==> src/rtl/action_engine.sv <==
`default_nettype none
// ============================================================================
// Module  : action_engine
// Brief   : Fetches 64-bit action primitives from SRAM and applies them to the
//           packet header; checksum hand-off enabled by ACTION_ENGINE_CKSUM_EN.
// Revision: 1.0 - initial release
// ============================================================================
module action_engine #(
    parameter int ADDR_W   = 32,
    parameter int HDR_BASE = 14,
    parameter int MAX_PRIM = 16,
    parameter int PORT_W   = 4,
    parameter int MCAST_W  = 16
) (
    input  logic               clk,
    input  logic               rst,
    input  logic               start_i,
    input  logic [ADDR_W-1:0]  start_addr_i,
    output logic               mem_ce_o,
    output logic               mem_we_o,
    output logic [ADDR_W-1:0]  mem_addr_o,
    output logic [3:0]         mem_width_o,
    output logic [31:0]        mem_data_o,
    input  logic [31:0]        mem_data_i,
    output logic               cksum_start_o,
    output logic [ADDR_W-1:0]  cksum_src_o,
    output logic [7:0]         cksum_len_o,
    output logic [ADDR_W-1:0]  cksum_dst_o,
    input  logic               cksum_ready_i,
    input  logic               cksum_mem_ce_i,
    input  logic               cksum_mem_we_i,
    input  logic [ADDR_W-1:0]  cksum_mem_addr_i,
    input  logic [3:0]         cksum_mem_width_i,
    input  logic [31:0]        cksum_mem_data_i,
    output logic               done_o,
    output logic               err_o,
    output logic [PORT_W-1:0]  port_o,
    output logic [MCAST_W-1:0] mcast_o,
    output logic               recirc_o
);

    localparam int C_CNT_W = $clog2(MAX_PRIM + 1);
`ifdef ACTION_ENGINE_CKSUM_EN
    localparam bit C_CKSUM_EN = 1'b1;
`else
    localparam bit C_CKSUM_EN = 1'b0;
`endif

    localparam logic [5:0] C_OP_NOP       = 6'd0;
    localparam logic [5:0] C_OP_CKSUM     = 6'd1;
    localparam logic [5:0] C_OP_ADD       = 6'd2;
    localparam logic [5:0] C_OP_COPY      = 6'd3;
    localparam logic [5:0] C_OP_SET       = 6'd4;
    localparam logic [5:0] C_OP_SET_PORT  = 6'd5;
    localparam logic [5:0] C_OP_SET_MCAST = 6'd6;
    localparam logic [5:0] C_OP_RECIRC    = 6'd7;

    typedef enum logic [3:0] {
        S_IDLE = 4'd0, S_F0  = 4'd1, S_F1  = 4'd2, S_F2   = 4'd3,
        S_EXEC = 4'd4, S_RD  = 4'd5, S_RDW = 4'd6, S_WR   = 4'd7,
        S_CK   = 4'd8, S_DONE = 4'd9, S_ERR = 4'd10
    } state_t;

    state_t               state_q, state_d;
    logic [ADDR_W-1:0]    pc_q, pc_d;
    logic [31:0]          hi_q, hi_d, lo_q, lo_d;
    logic [C_CNT_W-1:0]   cnt_q, cnt_d;
    logic [31:0]          data_q, data_d;
    logic [PORT_W-1:0]    port_q, port_d;
    logic [MCAST_W-1:0]   mcast_q, mcast_d;
    logic                 recirc_q, recirc_d;
    logic [ADDR_W-1:0]    ck_src_q, ck_src_d, ck_dst_q, ck_dst_d;
    logic [7:0]           ck_len_q, ck_len_d;
    logic                 ck_req;

    // Primitive decode: the high word carries opcode/offsets/width, the low word imm.
    logic [5:0]        opcode;
    logic [1:0]        wcode;
    logic [31:0]       imm;
    logic [ADDR_W-1:0] dst_addr, src_addr;
    logic [31:0]       wmask;
    logic [3:0]        wbytes;

    assign opcode   = hi_q[31:26];
    assign dst_addr = ADDR_W'(HDR_BASE) + ADDR_W'(hi_q[25:14]);
    assign src_addr = ADDR_W'(HDR_BASE) + ADDR_W'(hi_q[13:2]);
    assign wcode    = hi_q[1:0];
    assign imm      = lo_q;

    always_comb begin
        wmask  = 32'hFFFF_FFFF;
        wbytes = 4'd0;
        case (wcode)
            2'd0:    begin wmask = 32'h0000_00FF; wbytes = 4'd1; end
            2'd1:    begin wmask = 32'h0000_FFFF; wbytes = 4'd2; end
            2'd2:    begin wmask = 32'hFFFF_FFFF; wbytes = 4'd4; end
            default: begin wmask = 32'hFFFF_FFFF; wbytes = 4'd0; end
        endcase
    end

    always_comb begin
        state_d     = state_q;
        pc_d        = pc_q;
        hi_d        = hi_q;
        lo_d        = lo_q;
        cnt_d       = cnt_q;
        data_d      = data_q;
        port_d      = port_q;
        mcast_d     = mcast_q;
        recirc_d    = recirc_q;
        ck_src_d    = ck_src_q;
        ck_len_d    = ck_len_q;
        ck_dst_d    = ck_dst_q;
        ck_req      = 1'b0;
        mem_ce_o    = 1'b0;
        mem_we_o    = 1'b0;
        mem_addr_o  = '0;
        mem_width_o = 4'd0;
        mem_data_o  = 32'd0;
        done_o      = 1'b0;
        err_o       = 1'b0;
        case (state_q)
            S_IDLE: begin
                if (start_i) begin
                    state_d  = S_F0;
                    pc_d     = start_addr_i;
                    cnt_d    = '0;
                    port_d   = '0;
                    mcast_d  = '0;
                    recirc_d = 1'b0;
                end
            end
            S_F0: begin
                if (cnt_q == C_CNT_W'(MAX_PRIM)) begin
                    state_d = S_ERR;
                end else begin
                    mem_ce_o    = 1'b1;
                    mem_addr_o  = pc_q;
                    mem_width_o = 4'd4;
                    state_d     = S_F1;
                end
            end
            S_F1: begin
                mem_ce_o    = 1'b1;
                mem_addr_o  = pc_q + ADDR_W'(4);
                mem_width_o = 4'd4;
                hi_d        = mem_data_i;
                state_d     = S_F2;
            end
            S_F2: begin
                lo_d    = mem_data_i;
                pc_d    = pc_q + ADDR_W'(8);
                state_d = S_EXEC;
            end
            S_EXEC: begin
                cnt_d = cnt_q + C_CNT_W'(1);
                // Only field-touching opcodes care about the width code.
                case (opcode)
                    C_OP_NOP:       state_d = S_DONE;
                    C_OP_CKSUM: begin
                        if (C_CKSUM_EN) begin
                            ck_src_d = src_addr;
                            ck_len_d = imm[7:0];
                            ck_dst_d = dst_addr;
                            state_d  = S_CK;
                        end else begin
                            state_d = S_ERR;
                        end
                    end
                    C_OP_ADD, C_OP_COPY: state_d = (wcode == 2'd3) ? S_ERR : S_RD;
                    C_OP_SET: begin
                        data_d  = imm & wmask;
                        state_d = (wcode == 2'd3) ? S_ERR : S_WR;
                    end
                    C_OP_SET_PORT:  begin port_d   = PORT_W'(imm);  state_d = S_F0; end
                    C_OP_SET_MCAST: begin mcast_d  = MCAST_W'(imm); state_d = S_F0; end
                    C_OP_RECIRC:    begin recirc_d = 1'b1;          state_d = S_F0; end
                    default:        state_d = S_ERR;
                endcase
            end
            S_RD: begin
                mem_ce_o    = 1'b1;
                mem_addr_o  = (opcode == C_OP_ADD) ? dst_addr : src_addr;
                mem_width_o = wbytes;
                state_d     = S_RDW;
            end
            S_RDW: begin
                data_d  = ((opcode == C_OP_ADD) ? (mem_data_i + imm) : mem_data_i) & wmask;
                state_d = S_WR;
            end
            S_WR: begin
                mem_ce_o    = 1'b1;
                mem_we_o    = 1'b1;
                mem_addr_o  = dst_addr;
                mem_width_o = wbytes;
                mem_data_o  = data_q;
                state_d     = S_F0;
            end
            S_CK: begin
                // Ready hands the SRAM port back combinationally in the same cycle.
                if (cksum_ready_i) begin
                    state_d = S_F0;
                end else begin
                    ck_req      = 1'b1;
                    mem_ce_o    = cksum_mem_ce_i;
                    mem_we_o    = cksum_mem_we_i;
                    mem_addr_o  = cksum_mem_addr_i;
                    mem_width_o = cksum_mem_width_i;
                    mem_data_o  = cksum_mem_data_i;
                end
            end
            S_DONE: begin
                done_o = 1'b1;
                if (!start_i) state_d = S_IDLE;
            end
            S_ERR: begin
                done_o = 1'b1;
                err_o  = 1'b1;
                if (!start_i) state_d = S_IDLE;
            end
            default: state_d = S_IDLE;
        endcase
    end

    always_ff @(posedge clk) begin
        if (rst) begin
            state_q  <= S_IDLE;
            pc_q     <= '0;
            hi_q     <= 32'd0;
            lo_q     <= 32'd0;
            cnt_q    <= '0;
            data_q   <= 32'd0;
            port_q   <= '0;
            mcast_q  <= '0;
            recirc_q <= 1'b0;
            ck_src_q <= '0;
            ck_len_q <= 8'd0;
            ck_dst_q <= '0;
        end else begin
            state_q  <= state_d;
            pc_q     <= pc_d;
            hi_q     <= hi_d;
            lo_q     <= lo_d;
            cnt_q    <= cnt_d;
            data_q   <= data_d;
            port_q   <= port_d;
            mcast_q  <= mcast_d;
            recirc_q <= recirc_d;
            ck_src_q <= ck_src_d;
            ck_len_q <= ck_len_d;
            ck_dst_q <= ck_dst_d;
        end
    end

    assign port_o   = port_q;
    assign mcast_o  = mcast_q;
    assign recirc_o = recirc_q;

`ifdef ACTION_ENGINE_CKSUM_EN
    assign cksum_start_o = ck_req;
    assign cksum_src_o   = ck_src_q;
    assign cksum_len_o   = ck_len_q;
    assign cksum_dst_o   = ck_dst_q;
`else
    assign cksum_start_o = 1'b0;
    assign cksum_src_o   = '0;
    assign cksum_len_o   = 8'd0;
    assign cksum_dst_o   = '0;
    wire w_unused_ck = &{1'b0, ck_req, ck_src_q, ck_len_q, ck_dst_q};
`endif

endmodule
`default_nettype wire

==> config.mk <==
export PLATFORM = sky130hd
export DESIGN_NAME = action_engine
export DESIGN_NICKNAME = d
export VERILOG_FILES = /design/src/rtl/action_engine.sv
export SDC_FILE = /design/constraint.sdc
export NUM_CORES = 1
export LEC_CHECK = 0
export ABC_CLOCK_PERIOD_IN_PS = 3400
export BUFFER_PORTS_ARGS = -buffer_cell sky130_fd_sc_hd__buf_2
export CAP_MARGIN = 15
export CORE_ASPECT_RATIO = 1.4
export CORE_UTILIZATION = 54
export DETAILED_ROUTE_END_ITERATION = 12
export PLACE_DENSITY = 0.82
export SLEW_MARGIN = 20
export SYNTH_ARGS = -nofsm -noshare
export SYNTH_HDL_FRONTEND = slang
export SYNTH_SLANG_ARGS = --single-unit
export TNS_END_PERCENT = 5
==> constraint.sdc <==
create_clock -name clk -period 3.4 [get_ports clk]
set_input_delay 0.51 -clock clk [delete_from_list [all_inputs] [get_ports clk]]
set_output_delay 0.51 -clock clk [all_outputs]
set_load 0.005 [all_outputs]
# == Yosys cells after proc, flatten, opt, wreduce, memory -nomap -nowiden ==
# Cells that the tools add are included.
# W data, S select, Z words.
# word_totals
n_memories,0
latchBits,0
word_cells,104
ff_bits,158
ram_bits,0
mem_bits_ro,0
out_inout_bits,166
# op_classes
reduce_logical,18
shift,0
n_mux,42
n_eq_ne,27
div_mod_pow,0
bitwise,2
multipliers,0
n_lt_le_gt_ge,0
add_sub_neg,6
# ops
op,count
$pmux W32 S2,4
$mux W32,6
$pmux W32 S5,1
$and A32 B32 Y32,2
$pmux W4 S10,1
$mux W4,9
$add A32 B3 Y32 const B,1
$add A32 B32 Y32,1
$add A32 B4 Y32 const B,1
$mux W16,2
$pmux W16 S2,1
$pmux W4 S4,2
$add A4 B12 Y13 const A,2
$eq A6 B3 Y1 const B,4
$eq A4 B3 Y1 const B,4
$mux W13,1
$eq A4 B4 Y1 const B,3
$eq A6 B2 Y1 const B,2
$reduce_and A3 Y1,4
$pmux W5 S2,1
$pmux W3 S3,1
$eq A4 B2 Y1 const B,2
$ne A2 B1 Y1 const B,4
$pmux W4 S2,1
18 further kinds,35

# == Longest topological paths before layout ==
# Gate-level depths: netlist (run 1).
# logic_depth
depth_word,5
mapped_depth,11

# == Worst setup path before layout (run 1) ==
# OpenSTA, ideal clock, no wires.
# synth_timing
path_type,in2reg
start,input mem_data_i[0]
end,register data_q[28]
required_time_ns,3.297
arrival_time_ns,2.946
path_buffers,0
path_slack_ns,0.351
setup_ns,0.103
stages,10
path_cell_list,ha_1 fa_1 a21o_1 a221oi_2 o21ai_0 a31oi_1 a31oi_1 a311oi_1 xor2_1 a2111oi_2
# synth_between
elab_chain_len,4
# synth_lines
element,line_no,source
start: declaration,24,"input logic [31:0] mem_data_i,"
$add A32 B32 Y32,188,data_d = ((opcode == C_OP_ADD) ? (mem_data_i + imm) : mem_data_i) & wmask;
$mux W32,188,
$and A32 B32 Y32,188,
$pmux W32 S2,122,case (state_q)
end signal: assignment,245,data_q <= data_d;
end: declaration,68,"logic [31:0] data_q, data_d;"
# Every way passes these cells.
# A chain may end at the register's enable or synchronous reset.

# == Worst setup path after layout (run 1) ==
# layout_timing
start,register pc_q[3]
end,output mem_addr_o[26]
# layout_between
elab_chain_len,2
# layout_lines
element,line_no,source
start: declaration,65,"logic [ADDR_W-1:0] pc_q, pc_d;"
start signal: assignment,241,pc_q <= pc_d;
$add A32 B3 Y32,145,mem_addr_o = pc_q + ADDR_W'(4);
$pmux W32 S5,122,
end: declaration,21,"output logic [ADDR_W-1:0] mem_addr_o,"
# Every way passes these cells.

==> results of run 1 <==
power by group through the flow:
stage	Combinational, uW	Clock, uW	Sequential (uW)
after global routing	1940	2160	2240
after floorplan	1260	0	2140
after CTS	1740	2090	2200
after global placement	1710	0	2240
after detailed placement	1730	0	2240
final	1780	2080	2220
worst paths after layout:
check,start,endpoint,slack [ns],depth (start not counted)
worst max-delay path,pc_q[3],mem_addr_o[26],0.14,8
worst min-delay path,start_addr_i[10],pc_q[10],0.32,3
worst max register to register,imm[0],data_q[28],0.29,10
worst min register to register,mcast_o[4],mcast_o[4],0.45,2
stage by stage:
step           setup slack, ns  instance area, um^2  instances  hold slack [ns]
2_1_floorplan            0.351                11500       1646            0.416
3_3_place_gp            0.0955                12300       1984            0.438
3_5_place_dp           0.00492                12300       1984            0.439
4_1_cts                 0.0101                13000       2016            0.309
5_1_grt               -0.00751                13000       2019            0.325
6_report                 0.143                13000       2021            0.316
state kept, by name, summed over array words and instances (netlist names):
signal and flops:
imm 32, pc_q 32, cnt_q 5, recirc_o 1, port_o 4, mcast_o 16, hi_q 32, data_q 32
state_q 4
metal layers:
layer | vias to the layer above | part of all wire | GRT usage
met2 | 678 | 0.50 | 0.622
li1 | 5903 | - | -
met4 | 2 | 0.054 | 0.220
met1 | 5879 | 0.37 | 0.412
met5 | - | 0.00027 | 0
met3 | 136 | 0.082 | 0.0752
placed cells by master (no fill, tap or decap), types with 7 or more instances in the layout:
master / count
buf_4: 43
nor2b_1: 9
o211ai_1: 35
and2_1: 9
o311ai_0: 9
a222oi_1: 9
ha_1: 36
buf_2: 229
and3_1: 15
clkbuf_16: 17
nor4_1: 10
dfxtp_1: 155
a221oi_1: 20
inv_1: 11
o21ai_0: 86
a21o_1: 15
o31ai_1: 9
inv_6: 7
a22oi_1: 7
xor2_1: 28
nand4_1: 18
a31oi_1: 10
a21oi_1: 193
nand2_1: 303
a22o_1: 33
a211oi_1: 11
nor2_1: 109
conb_1: 73
nor3_1: 48
xnor2_1: 20
nand3_1: 48
nand2b_1: 7
worst max-delay path, stage by stage, from the launching register on:
cell	delay, ns
dfxtp_2	0.38
ha_1	0.24
nand3_1	0.14
or3_4	0.43
nand2b_2	0.27
nor3_4	0.23
o21ai_0	0.12
a221o_1	0.35
buf_2	0.14
what timing repair did:
action | 4_1_cts | 5_1_grt
buffers inserted | 0 | 2
gates resized for setup | 7 | 10
hold buffers | 0 | 0
endpoints found under the setup margin | 5 | 13
gates cloned | 0 | 0
pin swaps | 0 | 1
final cells by class:
class	instances	area, um^2
clock inverter	15	198
antenna	3	7.51
inverter	11	41.3
clock buffer	17	425
timing repair buffer	275	1530
sequential	158	3170
multi-input combinational	1286	7340
tap	256	320
fill	1910	7460
kinds of logic (layout without fill, tap and decap cells):
kind of cell / count (synthesis) / in the layout / share of synthesized area
flip-flops: 158 / 158 / 0.280
buffers and inverters: 202 / 318 / 0.101
other: 1 / 76 / 0.000332
AO/OA/AOI/OAI: 496 / 496 / 0.283
XOR/XNOR: 48 / 48 / 0.0373
adder cells (fa/ha/maj): 38 / 38 / 0.0428
AND/OR/NAND/NOR: 625 / 625 / 0.250
multiplexers: 6 / 6 / 0.00532
==> flow_summary.json, run 1 <==
{
  "drt_iter0_drc": 1030,
  "start_util": 0.551,
  "status": "complete, no violations",
  "final_core_utilization": 0.636,
  "clock_path_buffers": 2,
  "grt_pass1_vias": 11600,
  "synth_edf_count": 0,
  "fin_crit_sh": 0.958,
  "tritoncts": "done",
  "tightest_slew_ns": 0.789,
  "cts_made_buffers": 17,
  "dr.pass1.iters": 7,
  "maxCapViolCount": 0,
  "dieArea_mm2": 0.0215,
  "dp_hpwl_mm": 28.8,
  "worstPathArrival_ns": 2.75,
  "clock_latency_ns": 0.45,
  "synth_most_common_cell": "nand2_1",
  "syn_area_mm2": 0.0113,
  "async_flop_share": 0,
  "clk_pin_slew_worst_paths_ns": 0.07,
  "slew_headroom": 0.474,
  "synth_area_leaders": "dfxtp_1, nand2_1, a21oi_1",
  "switching_share": 0.374,
  "yosysTopAreaCell": "dfxtp_1",
  "track_usage": 0.367,
  "peakVddDrop_v": 0.000372,
  "fmax_mhz": 307,
  "row_count": 62,
  "route.vias.total": 12600,
  "synth_cell_types": 81,
  "synth_common_cells": "nand2_1, a21oi_1, dfxtp_1",
  "htree_levels": 4,
  "cts-root-buf": "clkbuf_16",
  "final_nets": 1925,
  "synth_cells": 1574,
  "rsz0062_at_grt": "true",
  "synthFlopType": "dfxtp_1",
  "layout_min_cycle_time_ns": 3.26,
  "switchingPower_uw": 2270,
  "cp-end-kind": "output pin",
  "core_mm2": 0.0205,
  "setup_tns_ns": 0,
  "layout-drive-gt1-share": 0.199,
  "total_power_uw": 6070,
  "globalplace.congestion": 0.965,
  "die_h_um": 173,
  "crit_type": "register to output pin",
  "io_pins": 304,
  "via_per_inst": 6.23,
  "p_clk_frac": 0.343,
  "yosys_warnings": 0,
  "total_leakage_power_uw": 0.00538,
  "antenna_found_initial": 2,
  "hold_path_class": "primary input to register",
  "ys_ff_latch": 158,
  "finClkSkew_ns": 0.0166,
  "drt-total-wl_mm": 40.0,
  "p_seq_frac": 0.365,
  "cts_sinks": 158,
  "p_per_area_mw_per_mm2": 466,
  "cp.required_ns": 2.89,
  "synth_top_area_frac": 0.280,
  "antenna_left": 0,
  "syn_avg_cell_area_um2": 7.17,
  "area_growth_pct": 15.5,
  "grt_overflow": 0,
  "wl_per_cell_um": 19.8,
  "drc_errors": 0,
  "combPwrFrac": 0.292,
  "p_int_uw": 3810,
  "grt_max_degree": 109,
  "seq_area_frac_synth": 0.280,
  "hold_violations": 0,
  "path_max_fanout": 7,
  "fp.dieW_um": 124,
  "port_buffers": 230,
  "setup_viol": 0,
  "grt_pass1_wl_mm": 61.0,
  "startpoint_type": "register",
  "slew_violations": 0
}
Note: power is estimated with default switching activity, not from simulation.
==> run 2: changes to the inputs <==
PLACE_DENSITY = 0.89   (was 0.82)
==> flow_summary.json, run 2 (synthesis results as in run 1) <==
{
  "status": "complete, no violations",
  "via_per_inst": 6.29,
  "setup_viol": 0,
  "rr_startpoint": "imm[0]",
  "tritoncts": "done",
  "drc_errors": 0,
  "start_util": 0.551,
  "clock_path_buffers": 2,
  "layout_min_cycle_time_ns": 3.34,
  "cp.required_ns": 2.89,
  "slew_violations": 0,
  "route.vias.total": 12700,
  "row_count": 62,
  "startpoint_type": "register",
  "dp_slack_ns": 0.0398,
  "fp.dieW_um": 124,
  "dr.pass1.iters": 10,
  "die_h_um": 173,
  "path_depth": 10,
  "drt-total-wl_mm": 40.3,
  "worstPathArrival_ns": 2.83,
  "grt_max_degree": 121,
  "dieArea_mm2": 0.0215,
  "drt_iter0_drc": 1118,
  "fmax_mhz": 299,
  "cts_sinks": 158,
  "track_usage": 0.372,
  "dp_cells": 1990,
  "fillers": 1845,
  "final_nets": 1931,
  "reg2reg_depth": 10,
  "cpMostUsedCell": "buf_4",
  "peakVddDrop_v": 0.000406,
  "final_cell_mix": "nand2_1, buf_2, a21oi_1, dfxtp_1, nor2_1",
  "slowest_stage": "dfxtp_2",
  "slew_headroom": 0.464,
  "cpLargestDelayFamily": "simple AND/OR/NAND/NOR gates",
  "layout-drive-gt1-share": 0.204,
  "critical_path_buf_inv_count": 3,
  "grt_pass1_vias": 12000,
  "io_pins": 304,
  "endpoint": "mem_addr_o[25]",
  "crit_start": "pc_q[3]",
  "fin_cells": 2025,
  "globalplace.congestion": 0.984,
  "dp_hpwl_mm": 29.3,
  "cp-end-kind": "output pin",
  "timing.rr.end": "data_q[28]",
  "antenna_found_initial": 3,
  "setup_tns_ns": 0,
  "clock_latency_ns": 0.44,
  "cts-root-buf": "clkbuf_16",
  "finClkSkew_ns": 0.0128,
  "register_area_mm2": 0.00317,
  "cts_made_buffers": 17,
  "multiInputGateArea_mm2": 0.00736,
  "total_leakage_power_uw": 0.00538,
  "hold_path_class": "primary input to register",
  "path_max_fanout": 7,
  "htree_levels": 4,
  "hold_violations": 0,
  "port_buffers": 230,
  "grt_overflow": 0,
  "p_per_area_mw_per_mm2": 456,
  "crit_type": "register to output pin",
  "rsz0062_at_grt": "true",
  "area_growth_pct": 15.5,
  "r2r_slack_ns": 0.30,
  "layout_setup_ws_ns": 0.0600,
  "critPathMaxStageDelay_ns": 0.39,
  "crit_chain": "ha_2 -> nand3_2 -> nor4_4 -> buf_4 -> nor4b_2 -> buf_4 -> a41oi_1 -> o21ai_1 -> o311ai_4 -> buf_2",
  "fin_crit_sh": 0.982,
  "tightest_slew_ns": 0.805,
  "maxCapViolCount": 0,
  "antenna_left": 0,
  "clk_pin_slew_worst_paths_ns": 0.07,
  "layout_commonest_cell": "nand2_1",
  "wl_per_cell_um": 19.9,
  "hold_ws_ns": 0.322,
  "grt_pass1_wl_mm": 62.2,
  "core_mm2": 0.0205
}
## run 2: how the worst min path moves through the flow
stage | start | cells past startpoint | slack, ns | endpoint
floorplan | data_q[12] | 2 | 0.42 | data_q[12]
global placement | data_q[12] | 2 | 0.44 | data_q[12]
detailed placement | data_q[12] | 2 | 0.44 | data_q[12]
CTS | start_addr_i[0] | 3 | 0.32 | pc_q[0]
global route | start_addr_i[10] | 3 | 0.33 | pc_q[10]
finish | start_addr_i[10] | 3 | 0.32 | pc_q[10]
## run 2: worst register-to-register path, delay by kind of cell (launching register included)
kind,cells,cell delay [ns]
xor gates and xnor gates,1,0.13
adders and majority gates,2,0.62
DFF,1,0.33
AOI/OAI and AO/OA,7,1.92
## run 2: repair_timing
action / 4_1_cts / 5_1_grt
pin swaps: 2 / 2
gates resized for setup: 4 / 21
hold buffers: 0 / 0
setup endpoints to repair: 6 / 19
setup buffers: 0 / 2
## run 2: layout make-up
class | instances | share of cell area
antenna | 1 | 0.000192
clock inverter | 15 | 0.0113
multi-input combinational | 1286 | 0.565
clock buffer | 17 | 0.0327
sequential | 158 | 0.243
tap | 256 | 0.0246
inverter | 11 | 0.00317
timing repair buffer | 281 | 0.120
## run 2: through the flow
| step | util | total power (uW) | area [um^2] |
|---|---|---|---|
| after floorplan | - | 3400 | 11500 |
| after global placement | 0.603 | 3940 | 12400 |
| after detailed placement | 0.603 | 3970 | 12400 |
| after CTS | 0.632 | 5850 | 12900 |
| after global routing | 0.636 | 6200 | 13000 |
| final | 0.636 | 5930 | 13000 |
## run 2: routing by layer
| layer | up-vias | GRT usage | wire, um |
|---|---|---|---|
| met5 | - | 0 | 18 |
| met1 | 5862 | 0.427 | 14300 |
| li1 | 5891 | - | - |
| met4 | 4 | 0.227 | 2480 |
| met2 | 794 | 0.623 | 19700 |
| met3 | 195 | 0.0752 | 3740 |
## run 2: where the power goes
part           switching (uW)  internal (uW)
sequential                243           2000
combinational            1150            627
clock                     880           1030
==> run 3: changes to the inputs <==
CORE_UTILIZATION = 55   (was 54)
CTS_BUF_LIST = sky130_fd_sc_hd__clkbuf_2   (was not set)
PLACE_DENSITY = 0.9   (was 0.89)
==> flow_summary.json, run 3 (synthesis results as in run 1) <==
{
  "status": "finished with violations",
  "failed_checks": "setup timing",
  "critical_path_buf_inv_count": 3,
  "path_max_fanout": 5,
  "p_per_area_mw_per_mm2": 392,
  "antenna_found_initial": 4,
  "setup_tns_ns": -0.177,
  "fp.dieW_um": 123,
  "rr_startpoint": "imm[0]",
  "core_mm2": 0.0200,
  "antenna_left": 0,
  "rsz0062_at_grt": "true",
  "final_nets": 1983,
  "track_usage": 0.391,
  "hold_ws_ns": 0.0498,
  "port_buffers": 230,
  "drt_iter0_drc": 1243,
  "met3_usage": 0.0842,
  "critPathMaxStageDelay_ns": 0.44,
  "fillers": 1767,
  "fin_cells": 2074,
  "wl_per_cell_um": 20.1,
  "total_power_uw": 5250,
  "grt.busiest_layer": "met2",
  "grt_max_degree": 72,
  "timing.rr.end": "data_q[24]",
  "startpoint_type": "register",
  "total_leakage_power_uw": 0.00551,
  "hold_violations": 0,
  "setup_viol": 6,
  "final_core_utilization": 0.669,
  "crit_chain": "ha_4 -> nand3_4 -> nor4_4 -> buf_4 -> nor4b_4 -> buf_4 -> nand3_4 -> o311ai_4 -> buf_2",
  "maxCapViolCount": 0,
  "via_per_inst": 6.35,
  "slowest_stage": "dfxtp_4",
  "grt_overflow": 0,
  "finClkSkew_ns": 0.0527,
  "cts-root-buf": "clkbuf_2",
  "grt_pass1_vias": 12200,
  "layout-drive-gt1-share": 0.214,
  "io_pins": 304,
  "htree_levels": 4,
  "peakVddDrop_v": 0.000234,
  "slew_violations": 0,
  "use_met2": 0.678,
  "clock_latency_ns": 0.74,
  "cts_made_buffers": 17,
  "start_util": 0.564,
  "r2r_slack_ns": 0.30,
  "layout_min_cycle_time_ns": 3.47,
  "dp_hpwl_mm": 30.0,
  "cts_sinks": 158,
  "drt-total-wl_mm": 41.7,
  "dieArea_mm2": 0.0211,
  "slew_headroom": 0.459,
  "gr-usage-met1": 0.425,
  "cp.required_ns": 2.89,
  "tightest_slew_ns": 0.812,
  "final_cell_mix": "nand2_1, buf_2, a21oi_1, dfxtp_1, nor2_1",
  "crit_type": "register to output pin",
  "fin_crit_sh": 1.02,
  "dr.pass1.iters": 8,
  "worstPathArrival_ns": 2.96,
  "area_growth_pct": 18.6,
  "fmax_mhz": 288,
  "clk_pin_slew_worst_paths_ns": 0.27,
  "route.vias.total": 13200,
  "layout_setup_ws_ns": -0.0664,
  "cpLargestDelayFamily": "simple AND/OR/NAND/NOR gates",
  "hold_path_depth": 3,
  "hold_path_class": "primary input to register",
  "layout_commonest_cell": "nand2_1",
  "drc_errors": 0,
  "globalplace.congestion": 0.975,
  "cp-end-kind": "output pin",
  "min_to": "pc_q[30]",
  "reg2reg_depth": 11,
  "row_count": 61,
  "die_h_um": 171,
  "clock_path_buffers": 2,
  "dp_cells": 1984,
  "hold_path.startpoint": "start_addr_i[30]",
  "tritoncts": "done",
  "grt_pass1_wl_mm": 63.4
}
-- run 3: changes by cell type in the layout (fill, tap and decap cells not counted), moves of 4 or more --
cell           change
dfxtp_4            +8
dfxtp_2            +9
nor2_4             +4
o21ai_0            -4
dfxtp_1           -17
dlygate4sd3_1     +50
o21ai_1            +4
clkbuf_16         -16
clkbuf_2          +18
-- run 3: layout make-up --
type / instances / area [um^2] / area share
tap: 252 / 315 / 0.0236
antenna: 2 / 5.00 / 0.000374
multi-input combinational: 1286 / 7480 / 0.559
inverter: 11 / 41.3 / 0.00309
clock inverter: 14 / 156 / 0.0117
clock buffer: 18 / 90.1 / 0.00673
sequential: 158 / 3210 / 0.240
timing repair buffer: 333 / 2090 / 0.156
-- run 3: worst min-delay path, stage by stage --
cell    delay (ns)
buf_2         0.10
nor2_1        0.12
nor3_1        0.06
-- run 3: how the worst max path moves through the flow --
stage | startpoint | endpoint | slack [ns] | cells past startpoint
3_5_place_dp | mem_data_i[0] | data_q[28] | 0.1 | 11
4_1_cts | pc_q[3] | mem_addr_o[27] | -0.03 | 8
2_1_floorplan | mem_data_i[0] | data_q[28] | 0.35 | 10
6_report | pc_q[3] | mem_addr_o[27] | -0.07 | 9
5_1_grt | cnt_q[0] | mem_addr_o[8] | -0.18 | 10
3_3_place_gp | mem_data_i[0] | data_q[28] | 0.16 | 11
-- run 3: repair_timing --
item / 4_1_cts / 5_1_grt
hold buffers: 49 / 1
gates resized for setup: 52 / 28
setup endpoints to repair: 33 / 32
hold endpoints to repair: 53 / 1
pin swaps: 8 / 7
buffers inserted: 2 / 4
-- run 3: report_power, final --
group / leakage (uW) / switching (uW) / internal, uW
Combinational: 0.00407 / 1200 / 679
Sequential: 0.00129 / 236 / 2010
Clock: 0.000146 / 765 / 356
Total: 0.00551 / 2200 / 3050
-- run 3: per-stage QoR --
step | setup slack [ns] | cell area [um^2]
after global routing | -0.185 | 13400
after floorplan | 0.351 | 11500
after CTS | -0.0322 | 13200
after global placement | 0.157 | 12300
after detailed placement | 0.0963 | 12300
final | -0.0664 | 13400
-- run 3: metal layers --
metal / share of wire / wire length, um
met1: 0.35 / 14500
met3: 0.096 / 4010
met2: 0.49 / 20500
met4: 0.064 / 2650
met5: 0.00060 / 25
